`src/rtl/lsu_dmem_ctrl.sv`:
```
// Load/store unit front end for a single-port data memory.
// Handles byte/half/word access, sub-word stores by read-modify-write, and misalignment errors.

module lsu_dmem_lane #(
  parameter int LANE = 0
) (
  input  logic [1:0]  size_i,
  input  logic [1:0]  boff_i,
  input  logic [31:0] wdata_i,
  input  logic [7:0]  rd_byte_i,
  output logic [7:0]  byte_o
);
  localparam logic [1:0] LID = 2'(LANE);

  logic       en;
  logic [7:0] src;

  // Store data arrives right-aligned, so sub-word sizes pick from the low bytes.
  always_comb begin
    en  = 1'b0;
    src = wdata_i[8*LANE +: 8];
    case (size_i)
      2'b00: begin
        en  = (boff_i == LID);
        src = wdata_i[7:0];
      end
      2'b01: begin
        en  = (boff_i[1] == LID[1]);
        src = wdata_i[8*(LANE%2) +: 8];
      end
      2'b10:   en = 1'b1;
      default: en = 1'b0;
    endcase
    byte_o = en ? src : rd_byte_i;
  end
endmodule

module lsu_dmem_ctrl #(
  parameter int ADDR_W = 5
) (
  input  logic              clk_i,
  input  logic              rst_i,
  input  logic              req_valid_i,
  output logic              req_ready_o,
  input  logic              req_we_i,
  input  logic [1:0]        req_size_i,
  input  logic              req_unsigned_i,
  input  logic [ADDR_W+1:0] req_addr_i,
  input  logic [31:0]       req_wdata_i,
  output logic              rsp_valid_o,
  output logic [31:0]       rsp_rdata_o,
  output logic              rsp_err_o,
  output logic              mem_we_o,
  output logic [ADDR_W-1:0] mem_addr_o,
  output logic [31:0]       mem_wdata_o,
  input  logic [31:0]       mem_rdata_i
);
  localparam int NUM_LANES = 4;

  typedef enum logic [1:0] {IDLE, READ, WRITE, RESP} state_e;

  state_e                        state_q, state_d;
  logic                          we_q, uns_q, err_q;
  logic [1:0]                    size_q;
  logic [ADDR_W+1:0]             addr_q;
  logic [31:0]                   wdata_q, rdword_q, rdata_q, ld_data;
  logic [7:0]                    ld_byte;
  logic [15:0]                   ld_half;
  logic [NUM_LANES-1:0][7:0]     merged;
  logic                          req_err, accept;

  assign req_err = (req_size_i == 2'b11)
                 | ((req_size_i == 2'b01) & req_addr_i[0])
                 | ((req_size_i == 2'b10) & (|req_addr_i[1:0]));
  assign accept  = req_valid_i & req_ready_o;

  always_ff @(posedge clk_i or posedge rst_i) begin
    if (rst_i) state_q <= IDLE;
    else       state_q <= state_d;
  end

  always_comb begin
    state_d = state_q;
    case (state_q)
      IDLE: if (accept) begin
        if (req_err)                             state_d = RESP;
        else if (req_we_i && req_size_i == 2'b10) state_d = WRITE;
        else                                     state_d = READ;
      end
      READ:    state_d = we_q ? WRITE : RESP;
      WRITE:   state_d = RESP;
      default: state_d = IDLE;
    endcase
  end

  always_comb begin
    req_ready_o = (state_q == IDLE) & ~rst_i;
    rsp_valid_o = (state_q == RESP);
    rsp_err_o   = (state_q == RESP) & err_q;
    mem_we_o    = (state_q == WRITE);
    mem_addr_o  = '0;
    mem_wdata_o = '0;
    if (state_q == READ || state_q == WRITE) mem_addr_o = addr_q[ADDR_W+1:2];
    if (state_q == WRITE)                    mem_wdata_o = merged;
  end

  assign rsp_rdata_o = rdata_q;

  // Word stores enable every lane, so the merge path also covers them.
  for (genvar g = 0; g < NUM_LANES; g++) begin : g_lane
    lsu_dmem_lane #(.LANE(g)) u_lane (
      .size_i    (size_q),
      .boff_i    (addr_q[1:0]),
      .wdata_i   (wdata_q),
      .rd_byte_i (rdword_q[8*g +: 8]),
      .byte_o    (merged[g])
    );
  end

  always_comb begin
    ld_byte = mem_rdata_i[{addr_q[1:0], 3'b000} +: 8];
    ld_half = mem_rdata_i[{addr_q[1], 4'b0000} +: 16];
    case (size_q)
      2'b00:   ld_data = {{24{~uns_q & ld_byte[7]}}, ld_byte};
      2'b01:   ld_data = {{16{~uns_q & ld_half[15]}}, ld_half};
      default: ld_data = mem_rdata_i;
    endcase
  end

  always_ff @(posedge clk_i or posedge rst_i) begin
    if (rst_i) begin
      we_q     <= 1'b0;
      uns_q    <= 1'b0;
      err_q    <= 1'b0;
      size_q   <= '0;
      addr_q   <= '0;
      wdata_q  <= '0;
      rdword_q <= '0;
      rdata_q  <= '0;
    end else begin
      if (accept) begin
        we_q    <= req_we_i;
        uns_q   <= req_unsigned_i;
        err_q   <= req_err;
        size_q  <= req_size_i;
        addr_q  <= req_addr_i;
        wdata_q <= req_wdata_i;
      end
      if (state_q == READ) rdword_q <= mem_rdata_i;
      // Response data is loaded once on entry to RESP and then held.
      if (state_d == RESP && state_q != RESP)
        rdata_q <= (state_q == READ && !we_q) ? ld_data : 32'h0;
    end
  end
endmodule

```
`config.mk`:
```
export PLATFORM = sky130hd
export DESIGN_NAME = lsu_dmem_ctrl
export DESIGN_NICKNAME = d
export VERILOG_FILES = /design/src/rtl/lsu_dmem_ctrl.sv
export SDC_FILE = /design/constraint.sdc
export NUM_CORES = 1
export LEC_CHECK = 0
export CORE_AREA = 8 8 123 125
export CTS_CLUSTER_SIZE = 28
export DETAILED_ROUTE_END_ITERATION = 8
export DIE_AREA = 0 0 131 133
export GPL_TIMING_DRIVEN = 0
export PLACE_DENSITY_LB_ADDON = 0.08
export SETUP_SLACK_MARGIN = 0.02
export SYNTH_ARGS = -nofsm -noshare
export SYNTH_HDL_FRONTEND = slang
export SYNTH_SLANG_ARGS = --single-unit
```
`constraint.sdc`:
```
create_clock -name clk_i -period 3.25 [get_ports clk_i]
set_input_delay 0.4875 -clock clk_i [delete_from_list [all_inputs] [get_ports clk_i]]
set_output_delay 0.4875 -clock clk_i [all_outputs]
set_load 0.02 [all_outputs]
```
==> run summary, run 1 <==
The run finished with clean final reports. Using the TritonRoute via totals, the vias-per-cell ratio works out to 5.55. The core box area was 0.0131 sq mm. Ranked by total cell area, the synthesized netlist is headed by sky130_fd_sc_hd__dfrtp_1 47%, sky130_fd_sc_hd__mux2_2 15%, sky130_fd_sc_hd__mux2i_1 5.3%. The total chip power came out at 8.48 mW. Counting distinct cell types in the post-synthesis netlist gives 44. The non-filler instance count after layout was 860; the number of antenna violations at the first check in global routing was 0. The logs give 1059 for the filler cell count in the final layout and 198 for the number of DRC markers after the initial detailed-route iteration. STA classifies the critical path endpoint as a primary output. For the worst setup path, the data arrival time is 2.63 ns. The synthesized netlist occupies a cell area of 0.00584 sq mm. The clock insertion delay at the later pin of the skew report was 0.36 ns; the number of buffer and inverter stages on the critical path was 3.

The slew at the pin closest to its max-slew limit was 0.814 ns. The net count of the finished layout is 761. The floorplan has 42 rows.

For the H-tree level count, the log shows 3. The floorplan step defined a die boundary enclosing 0.0174 sq mm. The most critical setup path has its startpoint at size_q[1].

The run gives 44.6% as the starting density of the core. For met3 alone, demand over resource in global routing was 4.18%. The number of buffers on the longest clock path was 2; the final worst slack was 0.130 ns.

The total overflow left after global routing is 0. Commonest non-fill, non-tap cell in the layout: sky130_fd_sc_hd__clkdlybuf4s50_1. The global routing stage identified its most utilized layer as met2.

For the number of sinks driven by the clock tree, the log shows 110. In the layout the commonest cells are 144 x sky130_fd_sc_hd__clkdlybuf4s50_1, 110 x sky130_fd_sc_hd__dfrtp_1, 77 x sky130_fd_sc_hd__mux2_2. The die boundary height is 133 microns, and the number of hold buffers added after CTS is 0. For the timing-limited maximum frequency, the log shows 321 MHz. TritonCTS built the clock tree. The share of synthesized area in the top cell type comes to 47.2%. The clock edge transition at the registers on the reported setup and hold paths works out to 0.07 ns.

The clock arrives with 0.00855 ns of skew. The root buffer cell chosen for the clock tree is sky130_fd_sc_hd__clkbuf_16. The slowest stage of the critical path belongs to the cell sky130_fd_sc_hd__clkdlybuf4s50_1.

The critical path is of the reg -> out type. The worst ir drop on vdd came out at 0.570 mV. Data on the critical path is required at its endpoint by 2.76 ns. At the end of routability-driven placement, the weighted congestion stood at 0.880. For the final routed database, the setup TNS stands at 0 ns. The die is 131 microns wide. Leading register cell type out of synthesis: sky130_fd_sc_hd__dfrtp_1. After synthesis, flip-flops and latches occupy 47.2% of the total area. Global routing used 27.9% of the available met1 tracks.

The final critical path takes up 96.0% of the cycle. Global routing used 21.5% of the available tracks across all layers. The final count of negative-setup-slack endpoints was 0; the fraction of the core area covered by cells at the end of the flow was 60.8%.

OpenSTA, run right after detailed placement, puts the worst setup slack at 0.0431 ns. The logs give 4904 for the number of global-route vias before repair and 0 for the number of warning messages in the yosys log. Dividing total power by cell area gives a power density of 1060 mW/mm^2. The net count after synthesis was 599; the top fanout value on the critical path was 10. For the wire length of the first global-routing pass, the log shows 28.4 mm. Synthesized area per cell: 11.3 sq um. The mean routed wirelength per cell works out to 21.4 microns.

Once detail routing completed, the nets flagged for antenna violations numbered 0. Final critical delay including setup and external delays: 3.12 ns. Summed over all nets, the half-perimeter wirelength after detailed placement is 14.6 mm. For this run, the slowest stage of the critical path takes 0.63 ns. The number of buffers created by CTS is 9. 151 I/O pins were placed. Type of the worst min-delay path: reg -> reg. The tools report the maximum number of pins on one net before global-route repair as 40. Setup repair after global routing left no endpoint under its margin. The run gives 0 as the total DRC errors in the routed layout.

STA classifies the critical path startpoint as a register. The startpoint identified for the worst register-to-register timing path is state_q[1]. In this design, the largest share of critical-path delay is due to buffers and inverters. Traced cell by cell, the critical path runs through buf_2, and2_1, a21oi_4, buf_2, nand3_1, o211a_1, clkdlybuf4s50_1. The tools report the detailed-router iteration count before antenna repair as 5. Source of the worst hold timing path: err_q.

Summed over all cells, the static leakage comes to 3.49 nW. Synthesis inferred 110 register bits. The number of hold violations in the final report was 0. The number of max-slew violations in the final report was 0. The critical path's most frequent cell is sky130_fd_sc_hd__buf_2. The count of port buffers added during placement came out at 150.

The synthesized design spends more area on one cell type than any other, namely sky130_fd_sc_hd__dfrtp_1. Relative to the synthesized area, the layout overhead comes to 36.4%. The tools report the number of placed instances, taps included as 845. For this block, the routed nets add up to 18.4 mm of wire.

The tools report the via count of the routed design as 4774. The tools report the worst slew slack as a fraction of its limit as 45.6%. Synthesis handed over a netlist of 517 instances. 0 antenna diodes ended up in the layout. Met2 track utilization from global routing: 34.3%. Max-cap violations in this run came to 0.

In the final layout, the share of cells above drive strength 1 is 18.7%. The number of enable flip-flop cells after synthesis was 0; the async set or reset register ratio after synthesis was 100%.
==> sequential cells by signal, indices dropped and copies added, names as in the netlist, 2 cells and up <==
register and cells:
size_q 2, rdword_q 32, rsp_rdata_o 32, state_q 2
wdata_q 32, addr_q 7
==> per-layer routing <==
metal | vias to the layer above | part of all wire [%]
met4 | 0 | 2.5
met3 | 31 | 6.7
met1 | 2357 | 43
met5 | - | 0
li1 | 2229 | -
met2 | 157 | 48
==> repair_timing <==
action | CTS | global route
pin swaps | 0 | 1
endpoints found under the setup margin | 32 | 25
resized for setup | 14 | 7
endpoints found under the hold margin | 0 | 0
cloned | 0 | 0
setup buffers | 0 | 1
==> worst min-delay path, stage by stage, from the launching register on <==
cell                      delay [ns]
sky130_fd_sc_hd__dfrtp_1        0.34
sky130_fd_sc_hd__nand2_1        0.04
sky130_fd_sc_hd__o21ai_0        0.06
==> kinds of logic after synthesis <==
group / Yosys count / synth area share (%)
flip-flops: 110 / 47.2
multiplexers: 109 / 20.6
AND/OR/NAND/NOR: 112 / 10.4
adder cells (fa/ha/maj): 4 / 0.857
buffers and inverters: 49 / 3.82
AO/OA/AOI/OAI: 133 / 17.2
==> layout make-up <==
type	instances	area, sq um	share of cell area (%)
Multi-Input combinational cell	358	2890	36.3
Sequential cell	110	2750	34.6
Timing Repair Buffer	153	1560	19.6
Clock buffer	11	233	2.92
Tap cell	176	220	2.77
Buffer	38	190	2.39
Clock inverter	5	83.8	1.05
Inverter	9	37.5	0.471
==> synth_stat cells (2+ instances only) <==
cell type and instances:
sky130_fd_sc_hd__a21oi_1 13, sky130_fd_sc_hd__and2b_1 2, sky130_fd_sc_hd__inv_1 9, sky130_fd_sc_hd__nor2b_1 16, sky130_fd_sc_hd__mux2_2 77, sky130_fd_sc_hd__clkbuf_1 23
sky130_fd_sc_hd__nand3_1 24, sky130_fd_sc_hd__o22ai_1 8, sky130_fd_sc_hd__ha_1 4, sky130_fd_sc_hd__a2bb2oi_1 8, sky130_fd_sc_hd__o211a_1 16, sky130_fd_sc_hd__o21ai_0 27
sky130_fd_sc_hd__a22o_1 23, sky130_fd_sc_hd__mux2i_1 31, sky130_fd_sc_hd__nand3b_1 2, sky130_fd_sc_hd__a32o_1 8, sky130_fd_sc_hd__nand2b_1 26, sky130_fd_sc_hd__buf_2 13
sky130_fd_sc_hd__a221o_1 2, sky130_fd_sc_hd__dfrtp_1 110, sky130_fd_sc_hd__o211ai_1 7, sky130_fd_sc_hd__o21a_1 2, sky130_fd_sc_hd__and2_1 8, sky130_fd_sc_hd__a221oi_1 2
sky130_fd_sc_hd__nand2_1 27, sky130_fd_sc_hd__a21boi_0 8, sky130_fd_sc_hd__buf_6 3, sky130_fd_sc_hd__nor3_1 2
==> path summary, 6_finish.rpt <==
kind,to,slack (ns),cells past startpoint
max,mem_wdata_o[15],0.13,7
min,err_q,0.48,2
max reg2reg,rsp_rdata_o[21],0.70,8
min reg2reg,err_q,0.48,2
max in group asynchronous,rsp_rdata_o[17],1.87,3
min in group asynchronous,rsp_rdata_o[7],0.72,2
==> metrics by stage <==
step | hold slack (ns) | cell area [sq um]
3_5_place_dp | 0.473 | 7600
4_1_cts | 0.488 | 7930
5_1_grt | 0.507 | 7960
3_3_place_gp | 0.468 | 7560
6_report | 0.485 | 7960
2_1_floorplan | 0.441 | 5840
==> power by group <==
part / internal, mW / switching, mW / total (mW)
Combinational: 2.29 / 2.53 / 4.83
Sequential: 1.98 / 0.483 / 2.47
Clock: 0.678 / 0.504 / 1.18
Total: 4.95 / 3.52 / 8.48
No activity file was read; power rests on OpenSTA's default activity.
==> run 2, diff against run 1 <==
--- a/config.mk
+++ b/config.mk
@@ -5,10 +5,10 @@
 export SDC_FILE = /design/constraint.sdc
 export NUM_CORES = 1
 export LEC_CHECK = 0
-export CORE_AREA = 8 8 123 125
+export CORE_AREA = 8 8 119 121
 export CTS_CLUSTER_SIZE = 28
 export DETAILED_ROUTE_END_ITERATION = 8
-export DIE_AREA = 0 0 131 133
+export DIE_AREA = 0 0 127 129
 export GPL_TIMING_DRIVEN = 0
 export PLACE_DENSITY_LB_ADDON = 0.08
 export SETUP_SLACK_MARGIN = 0.02
==> constraint.sdc (replaced) <==
create_clock -name clk_i -period 2.9 [get_ports clk_i]
set_input_delay 0.435 -clock clk_i [delete_from_list [all_inputs] [get_ports clk_i]]
set_output_delay 0.435 -clock clk_i [all_outputs]
set_load 0.02 [all_outputs]
==> run summary, run 2 (synthesis gave the netlist of run 1 again) <==
The flow ran to the end, and the final reports show no timing, DRC or antenna violations. For the number of max-slew violations in the final report, the log shows 0 (unchanged). The tools report the final count of negative-setup-slack endpoints as 0 (unchanged).

The slew at the pin closest to its max-slew limit is 0.751 ns (-0.0628 ns), and the total net switching power is 3.96 mW (+12%). The number of sinks driven by the clock tree was 110 (unchanged). The count of port buffers added during placement works out to 150 (unchanged).

The number of antenna violations at the first check in global routing was 0 (unchanged); the total negative setup slack was 0 ns (unchanged). The worst setup path is launched from a register. The non-filler instance count after layout is 834 (-3.0%), and the core box area is 0.0123 sq mm (-5.9%). Total length of routed wires: 18.3 mm (-0.55%). The tools report the static leakage power as 3.56 nW (+2.0%). The commonest non-fill, non-tap cell in the layout is sky130_fd_sc_hd__clkdlybuf4s50_1. The critical path is of the reg -> out type.

For the worst clock skew, the log shows 0.00575 ns (-0.00280 ns). The path class of the tightest hold or removal check is reg -> reg. For the total overflow reported by the global router, the log shows 0 (unchanged). The logs give 57.1% (+0.2 points) for the combinational share of power and 2 (unchanged) for the number of buffers on the longest clock path.

The number of rows in the core area came out at 41 (-2.4%). The total die area is 0.0164 sq mm (-6.0%), and the internal power component is 5.29 mW (+6.8%). The arrival time of data at the critical path endpoint is 2.35 ns (-0.28 ns), and the starting density of the core is 47.4% (+2.8 points).

The top fanout value on the critical path came out at 10 (unchanged). The total global-route track usage is 23.1% (+1.6 points), and the number of top-level pins is 151 (unchanged). The total DRC errors in the routed layout is 0 (unchanged).

TritonCTS built the clock tree. The run gives 0 (unchanged) as the number of hold violations in the final report. The maximum number of pins on one net before global-route repair is 41 (+2.5%), and the total number of nets in the final design is 761 (unchanged). Remaining antenna violation count: 0 (unchanged).

The die outline width came out at 127 microns (-3.1%). The logs give 1025 (-3.2%) for the filler cell count in the final layout and 64.0% (+3.1 points) for the fraction of the core area covered by cells at the end of the flow. The total power density per cell area is 1170 mW/mm^2 (+10%), and the final estimated routing congestion in global placement is 0.883 (+0.40%). The number of placed instances, taps included is 819 (-3.1%), and the worst ir drop on vdd is 0.776 mV (+36%). The mean routed wirelength per cell was 22.0 microns (+2.5%); the share of cells above drive strength 1 was 20.5% (+1.8 points).

For the critical path data required time, the log shows 2.47 ns (-0.29 ns). Setup repair after global routing left no endpoint under its margin. The wire length of the first global-routing pass was 29.2 mm (+2.8%); the timing-limited maximum frequency was 359 MHz. After layout, the worst path uses 95.9% of the clock period. The run gives 4851 (+1.6%) as the via count of the routed design.

The tools report the critical path capture point type as a primary output. The die boundary height is 129 microns (-3.0%). The net switching share of the total power works out to 42.8% (+1.3 points). In this run the clock root is driven by a sky130_fd_sc_hd__clkbuf_16. The clock period could shrink to 2.78 ns.

The detailed-router iteration count before antenna repair came out at 7 (+2). The logs give 269 (+36%) for the number of DRC markers after the initial detailed-route iteration and 12.8% (-1.1 points) for the clock share of power. The worst slew slack as a fraction of its limit was 49.8% (+4.2 points). The tools report the number of max-cap violations as 0 (unchanged). The per-cell via count in the routed design is 5.82 (+4.8%). Leaving out fill and tap cells, the most frequent cells in the layout are 118 x sky130_fd_sc_hd__clkdlybuf4s50_1, 109 x sky130_fd_sc_hd__dfrtp_1, 77 x sky130_fd_sc_hd__mux2_2. The count of inserted antenna diode cells is 0 (unchanged), and the clock edge transition at the registers on the reported setup and hold paths is 0.07 ns (about the same). The number of global-route vias before repair was 5216 (+6.4%); the number of buffers created by CTS was 9 (unchanged). The logs give 30.0% (+0.9 points) for the sequential share of power and 14.6 mm (about the same) for the estimated wirelength of the detail-placed design.

For the clock insertion delay at the later pin of the skew report, the log shows 0.36 ns (about the same). The H-tree level count came out at 3 (unchanged). The layout overhead on the synthesized area works out to 34.9%.
==> run 2: repair_timing <==
item                                    4_1_cts  5_1_grt
gates resized for setup                      60       14
hold buffers                                  0        0
endpoints found under the setup margin       32       10
buffers inserted                              1        0
==> run 2: stage by stage <==
stage | area, sq um | power [mW] | setup slack [ns] | hold slack, ns
6_report | 7880 | 9.25 | 0.118 | 0.484
5_1_grt | 7880 | 9.83 | 0.0432 | 0.499
4_1_cts | 7880 | 9.27 | 0.0233 | 0.492
3_5_place_dp | 7570 | 8.10 | -0.208 | 0.476
3_3_place_gp | 7530 | 7.98 | -0.172 | 0.461
2_1_floorplan | 5840 | 6.08 | 0.708 | 0.441
==> run 2: metal layers <==
layer / routed length, microns / share of wire, % / vias up / GRT usage (%)
met3: 1140 / 6.2 / 43 / 4.92
li1: - / - / 2217 / -
met2: 8730 / 48 / 193 / 37.5
met5: 0 / 0 / - / 0
met4: 605 / 3.3 / 0 / 10.4
met1: 7860 / 43 / 2398 / 29.2
==> run 2: layout make-up <==
class | count | area (sq um) | share of cell area [%]
inverters | 9 | 37.5 | 0.477
clock inverters | 6 | 45.0 | 0.572
repair buffers | 153 | 1510 | 19.1
well taps | 150 | 188 | 2.38
flip-flops and latches | 110 | 2750 | 35.0
plain buffers | 38 | 205 | 2.61
clock buffers | 10 | 239 | 3.03
multi-input cells | 358 | 2900 | 36.8
==> run 2: power by group through the flow <==
stage          clock network, mW  logic (mW)  registers, mW
3_3_place_gp                   0        5.22           2.76
5_1_grt                     1.27        5.71           2.86
6_report                    1.19        5.28           2.78
3_5_place_dp                   0        5.31           2.78
2_1_floorplan                  0        3.39           2.69
4_1_cts                     1.21        5.30           2.76
==> run 2: path summary, 6_finish.rpt <==
| path | slack [ns] | to | depth (start not counted) | from |
|---|---|---|---|---|
| worst min register to register | 0.48 | err_q | 2 | err_q |
| worst min-delay path | 0.48 | err_q | 2 | err_q |
| worst max register to register | 0.38 | rsp_rdata_o[22] | 8 | state_q[1] |
| min in group asynchronous | 0.65 | err_q | 2 | rst_i |
| worst max-delay path | 0.12 | mem_wdata_o[4] | 7 | size_q[1] |
| max in group asynchronous | 1.62 | rsp_rdata_o[17] | 3 | rst_i |
==> run 2: worst max-delay path, cell delays in order, from the launching register on <==
cell and delay [ns]:
sky130_fd_sc_hd__dfrtp_1 0.40, sky130_fd_sc_hd__clkbuf_4 0.20, sky130_fd_sc_hd__inv_1 0.18, sky130_fd_sc_hd__clkbuf_4 0.26, sky130_fd_sc_hd__o21a_2 0.22, sky130_fd_sc_hd__o21ai_0 0.14, sky130_fd_sc_hd__a21boi_0 0.28, sky130_fd_sc_hd__clkdlybuf4s15_2 0.31
==> run 3, diff against run 2 <==
--- a/config.mk
+++ b/config.mk
@@ -5,10 +5,11 @@
 export SDC_FILE = /design/constraint.sdc
 export NUM_CORES = 1
 export LEC_CHECK = 0
-export CORE_AREA = 8 8 119 121
+export CORE_AREA = 8 8 116 118
+export CTS_BUF_LIST = sky130_fd_sc_hd__clkbuf_2
 export CTS_CLUSTER_SIZE = 28
 export DETAILED_ROUTE_END_ITERATION = 8
-export DIE_AREA = 0 0 127 129
+export DIE_AREA = 0 0 124 126
 export GPL_TIMING_DRIVEN = 0
 export PLACE_DENSITY_LB_ADDON = 0.08
 export SETUP_SLACK_MARGIN = 0.02
==> run summary, run 3 (synthesis gave the netlist of run 1 again) <==
The logs give 0.115 ns (-0.00291 ns) for the final worst slack and 0.00774 sq mm (-1.7%) for the final non-filler cell area. TritonCTS built the clock tree. The final critical delay including setup and external delays was 2.78 ns (+0.00291 ns).

The tools report the clock share of power as 8.3% (-4.5 points). The logs give 0 (unchanged) for the total DRC errors in the routed layout and 23.9% (+0.80 points) for the total global-route track usage. Total chip power: 9.00 mW (-2.7%). Net switching share of the total power: 44.5% (+1.7 points). The final count of negative-setup-slack endpoints was 0 (unchanged). The run gives 3 (unchanged) as the H-tree level count. The worst slew slack as a fraction of its limit was 44.8% (-5.0 points); the layout overhead on the synthesized area was 32.6%. The timing-limited maximum frequency is 359 MHz (-0.10%), and the clock insertion delay at the later pin of the skew report is 0.64 ns (+0.28 ns). The clock root buffer is sky130_fd_sc_hd__clkbuf_2. Maximum number of pins on one net before global-route repair: 44 (+7.3%).

The run gives 0 (unchanged) as the number of hold violations in the final report. The run gives 5055 (-3.1%) as the number of global-route vias before repair. The logs give 9 (unchanged) for the number of buffers created by CTS and 28.7 mm (-1.7%) for the wire length of the first global-routing pass.

The tools report the number of max-slew violations in the final report as 0 (unchanged). The run gives 816 (-0.37%) as the number of placed instances, taps included. The critical path launch point type was a register.

The arrival time of data at the critical path endpoint was 2.35 ns (about the same); the number of antenna violations at the first check in global routing was 0 (unchanged). Estimated wirelength of the detail-placed design: 14.4 mm (-1.2%). The total negative setup slack is 0 ns (unchanged), and the count of port buffers added during placement is 150 (unchanged). The pre-CTS setup slack is -0.213 ns (-0.00487 ns), and the detailed-router iteration count before antenna repair is 5 (-2). The tools report the critical path data required time as 2.47 ns (about the same). The slew at the pin closest to its max-slew limit came out at 0.826 ns (+0.0748 ns). The non-filler instance count after layout was 834 (unchanged); the via count of the routed design was 4865 (+0.29%).

The total overflow reported by the global router was 0 (unchanged); the fraction of the core area covered by cells at the end of the flow was 66.1% (+2.1 points). For the sequential share of power, the log shows 30.8% (+0.8 points). The starting density of the core was 49.8% (+2.4 points). Setup repair after global routing could not meet its margin everywhere. The per-cell via count in the routed design was 5.83 (+0.29%).

The placed instance area is 0.00757 sq mm (about the same), and the top fanout value on the critical path is 6 (-4). Remaining antenna violation count: 0 (unchanged). The run finished with clean final reports. The clock edge transition at the registers on the reported setup and hold paths is 0.30 ns (+0.23 ns), and the filler cell count in the final layout is 978 (-4.6%). The static leakage power is 3.47 nW (-2.5%), and the share of cells above drive strength 1 is 25.5% (+5.0 points). The run gives 4.00 mW (+1.1%) as the total net switching power. The storage element area was 0.00275 sq mm (unchanged); the final-layout worst hold slack was 0.354 ns (-0.131 ns). The tools report the total number of nets in the final design as 765 (+0.53%).

For the number of rows in the core area, the log shows 40 (-2.4%). The library cells used most frequently in the layout, excluding fill and tap cells, are 118 x sky130_fd_sc_hd__clkdlybuf4s50_1, 109 x sky130_fd_sc_hd__dfrtp_1, 77 x sky130_fd_sc_hd__mux2_2. Leaving out fill and tap cells, the most frequent cell in the layout is sky130_fd_sc_hd__clkdlybuf4s50_1.

The die boundary height is 126 microns (-2.3%). The type of the worst min-delay path is in -> async. The logs give 2 (unchanged) for the number of buffers on the longest clock path and 0 (unchanged) for the number of hold buffers added after CTS. The internal power component came out at 4.99 mW (-5.6%). Kind of critical path: reg -> out. The number of sinks driven by the clock tree is 110 (unchanged), and the combinational share of power is 61.0% (+3.9 points). Total die area: 0.0156 sq mm (-4.6%).

The area of the multi-input gates came out at 0.00293 sq mm (+1.0%). The logs give 0 (unchanged) for the number of max-cap violations and 0 (unchanged) for the count of inserted antenna diode cells. For the total length of routed wires, the log shows 18.3 mm (about the same). The total power density per cell area is 1160 mW/mm^2 (-1.1%). The worst ir drop on vdd is 0.530 mV (-32%), and the final cycle utilization of the critical path is 96.0% (+0.10 points). The die outline width was 124 microns (-2.4%).

The tools report the critical path capture point type as a primary output. Worst clock skew: 0.0188 ns (+0.0130 ns). The run gives 0.907 (+2.7%) as the final estimated routing congestion in global placement. The number of top-level pins was 151 (unchanged). The number of DRC markers after the initial detailed-route iteration was 297 (+10%). The mean routed wirelength per cell was 22.0 microns (about the same). The core box area is 0.0117 sq mm (-4.9%).
-- run 3: path summary, 6_finish.rpt --
kind                       slack, ns         endpoint  depth (start not counted)            from
setup / recovery                0.12  mem_wdata_o[11]                          7       addr_q[1]
hold / removal                  0.35        addr_q[2]                          2           rst_i
setup reg to reg                0.24  rsp_rdata_o[21]                          8      state_q[1]
hold reg to reg                 0.54   rsp_rdata_o[0]                          1  rsp_rdata_o[0]
max in group asynchronous       1.63  rsp_rdata_o[19]                          4           rst_i
min in group clk_i              0.37       wdata_q[8]                          2  req_wdata_i[8]
-- run 3: what timing repair did --
item,in CTS,in global routing
gates cloned,0,0
setup buffers,4,1
hold endpoints to repair,0,0
gates resized for setup,131,48
endpoints found under the setup margin,32,32
pin swaps,5,2
-- run 3: power by group through the flow --
stage	logic (mW)	registers (mW)	clock network (mW)
2_1_floorplan	3.39	2.69	0
3_3_place_gp	5.20	2.76	0
3_5_place_dp	5.31	2.78	0
4_1_cts	5.45	2.74	0.753
5_1_grt	5.88	2.84	0.799
6_report	5.48	2.77	0.744
-- run 3: area by class of cell --
class | instances | share of cell area, %
multi-input cells | 358 | 37.9
flip-flops and latches | 110 | 35.6
repair buffers | 157 | 18.9
plain buffers | 38 | 3.23
well taps | 147 | 2.38
clock inverters | 6 | 0.937
clock buffers | 9 | 0.582
inverters | 9 | 0.533
-- run 3: layer usage --
layer / track usage, % / part of all wire [%] / up-vias
li1: - / - / 2232
met1: 31.2 / 42 / 2415
met2: 37.4 / 47 / 183
met3: 5.27 / 7.7 / 35
met4: 9.80 / 2.8 / 0
met5: 0 / 0 / -
-- run 3: critical path, stage by stage, from the launching register on --
cell                            delay (ns)
sky130_fd_sc_hd__dfrtp_2              0.48
sky130_fd_sc_hd__buf_4                0.16
sky130_fd_sc_hd__o21bai_1             0.19
sky130_fd_sc_hd__a21oi_4              0.19
sky130_fd_sc_hd__buf_4                0.16
sky130_fd_sc_hd__nand3_1              0.07
sky130_fd_sc_hd__o211a_1              0.14
sky130_fd_sc_hd__dlygate4sd2_1        0.32
==> RTL edit: new RTL, flow settings as in run 2 <==
Change the parameter `ADDR_W` from 5 to 6.
--- a/src/rtl/lsu_dmem_ctrl.sv
+++ b/src/rtl/lsu_dmem_ctrl.sv
@@ -36,7 +36,7 @@
 endmodule
 
 module lsu_dmem_ctrl #(
-  parameter int ADDR_W = 5
+  parameter int ADDR_W = 6
 ) (
   input  logic              clk_i,
   input  logic              rst_i,
Interface: changed (resized mem_addr_o and req_addr_i); port bits go from 151 to 153. The function was not compared with the original's and may differ.
==> RTL edit against run 2 <==
  * Register-to-register slack worse by 0.04 ns
  * Sequential cell count up 1
  * Worst setup slack worse by 0.026 ns
  * Clock power up 16%
  * Final area up 2.0%
  * Area after synthesis up 0.79%
  * Total power up 4.1%
  * Wire length up 1.2%
  * Largest power group unchanged
  * Highest routed layer unchanged
==> RTL edit: results <==
group,metric,value,unit
cts,path_clk_slew,0.07,ns
place,dpl.hpwl,14600,um
worst_setup_path,r2r_startpoint,"state_q[1]$_DFF_PP0_",
logic_synthesis,yosysUniqueCellTypes,46,
logic_synthesis,synth_commonest_cells,"111 x dfrtp_1, 77 x mux2_2, 31 x mux2i_1",
logic_synthesis,yosysWarnings,0,
global_route,grt.met3_usage,6.99,%
global_route,number_of_antenna_violations_at_the_first_check_in_global_routing,0,
worst_setup_path,cp_data_arrival_time,2.37,ns
timing,max_slew_margin,41.2,%
timing,clock_skew,0.00469,ns
layout,fin_nets,770,
layout,drive_gt1_share,19.7,%
logic_synthesis,syn-mean-instance-area,11.3,um2
detailed_routing,drt_pre_antenna_iters,5,
place,setup_slack_placement,-0.133,ns
worst_setup_path,crit_start,"size_q[1]$_DFFE_PP0N_",
global_route,grt_usage,23.0,%
global_route,first_global_vias,5036,
timing,timing.final.max_slew_violations,0,
worst_setup_path,worstPathMaxFanout,10,
place,cell_count_post_placement,824,
status,status,"complete, no violations",
global_route,largest_net_degree_at_the_start_of_global_routing,41,
logic_synthesis,synth.top_cells.by_area,"dfrtp_1 47%, mux2_2 15%, mux2i_1 5.3%",
place,place_congestion,0.892,
worst_setup_path,timing.critical_path.slowest_stage_cell,"dfrtp_1",
place,portBuffers,152,
cts,clk_root_buffer_cell,"clkbuf_16",
worst_hold_path,min-delay-start,"we_q$_DFFE_PP0N_",
logic_synthesis,synth_seq_area_share,47.2,%
cts,clock_tree_buf_depth,2,
global_route,grt.overflow.total,0,
logic_synthesis,yosys_most_used_dff,"dfrtp_1",
cts,cts-htree-levels,3,
logic_synthesis,synth_async_sr_flop_share,100,%
global_route,groute.layer.met2.usage,37.4,%
detailed_routing,drt_total_wl,18600,um
worst_hold_path,hold_class,"reg -> reg",
layout,nFillCells,1052,
cts,number_of_buffers_added_by_the_clock_tree_synthesis_step,9,
layout,final-instance-count-excl-fill,842,
global_route,grt_pass1_wl,28800,um
power,p_leak,0.00367,uW
worst_setup_path,slowest_delay,0.42,ns
layout,antenna_cells_inserted,0,
power,power.ir.vdd_worst,0.000807,V
detailed_routing,post_drt_via_cell_ratio,5.77,
cts,clk_latency,0.36,ns
global_route,grt_util_met1,28.3,%
detailed_routing,drt_iter0_drc,320,
logic_synthesis,synth_nets,603,
## RTL edit: changes by cell type after synthesis, sizes merged
cell	run 2	this run
mux2	77	78
nor2b	16	18
and2b	2	0
and2	8	9
dfrtp	110	111
## RTL edit: kinds of logic (layout without fill, tap and decap cells)
group | Yosys count | count (layout) | synth area share (%)
AOI/OAI and AO/OA | 133 | 133 | 17.2
and+or+nand+nor | 113 | 113 | 10.4
DFF | 111 | 111 | 47.2
muxes | 110 | 110 | 20.6
buffers and inverters | 49 | 221 | 3.74
adders and majority gates | 4 | 4 | 0.851
## RTL edit: per-stage QoR
step,utilization (%),instance area (um2)
after detailed placement,62.0,7640
after global routing,65.2,8030
after global placement,61.7,7600
after CTS,64.9,7990
after floorplan,-,5890
final,65.2,8030
## RTL edit: where the power goes
group,switching [uW],internal (uW),total (uW),leakage [uW]
logic,2900,2550,5450,0.00214
registers,559,2240,2800,0.00137
clock network,606,770,1380,0.000162
total,4060,5570,9630,0.00367
## RTL edit: layer usage
layer	routed length (um)	vias up
met2	8930	182
met5	0	-
met1	7730	2399
met3	1360	31
li1	-	2244
met4	534	0
## RTL edit: worst paths after layout
check | slack (ns) | cells after the start | endpoint
worst max-delay path | 0.09 | 7 | mem_wdata_o[2]
worst min-delay path | 0.49 | 2 | we_q$_DFFE_PP0N_
worst max register to register | 0.34 | 8 | rsp_rdata_o[21]$_DFFE_PP0P_
worst min register to register | 0.49 | 2 | we_q$_DFFE_PP0N_
max in group asynchronous | 1.55 | 3 | wdata_q[24]$_DFFE_PP0N_
min in group asynchronous | 0.68 | 2 | addr_q[3]$_DFFE_PP0N_
## RTL edit: area by class of cell
type                    count  area [um2]  share of cell area, %
multi-input cells         360        2920                   36.4
clock buffers               9         225                   2.80
repair buffers            158        1570                   19.6
well taps                 150         188                   2.34
clock inverters             7         103                   1.28
inverters                   9        37.5                  0.467
plain buffers              38         209                   2.60
flip-flops and latches    111        2780                   34.6
## RTL edit: worst max-delay path: cells and delay by family, from the launching register on
family	cells	cell delay, ns
DFF	1	0.42
AOI/OAI and AO/OA	3	0.58
buffers and inverters	4	1.01
## RTL edit: what timing repair did
action | 4_1_cts | 5_1_grt
endpoints found under the setup margin | 32 | 12
buffers inserted | 2 | 2
cloned | 0 | 0
resized for setup | 46 | 15
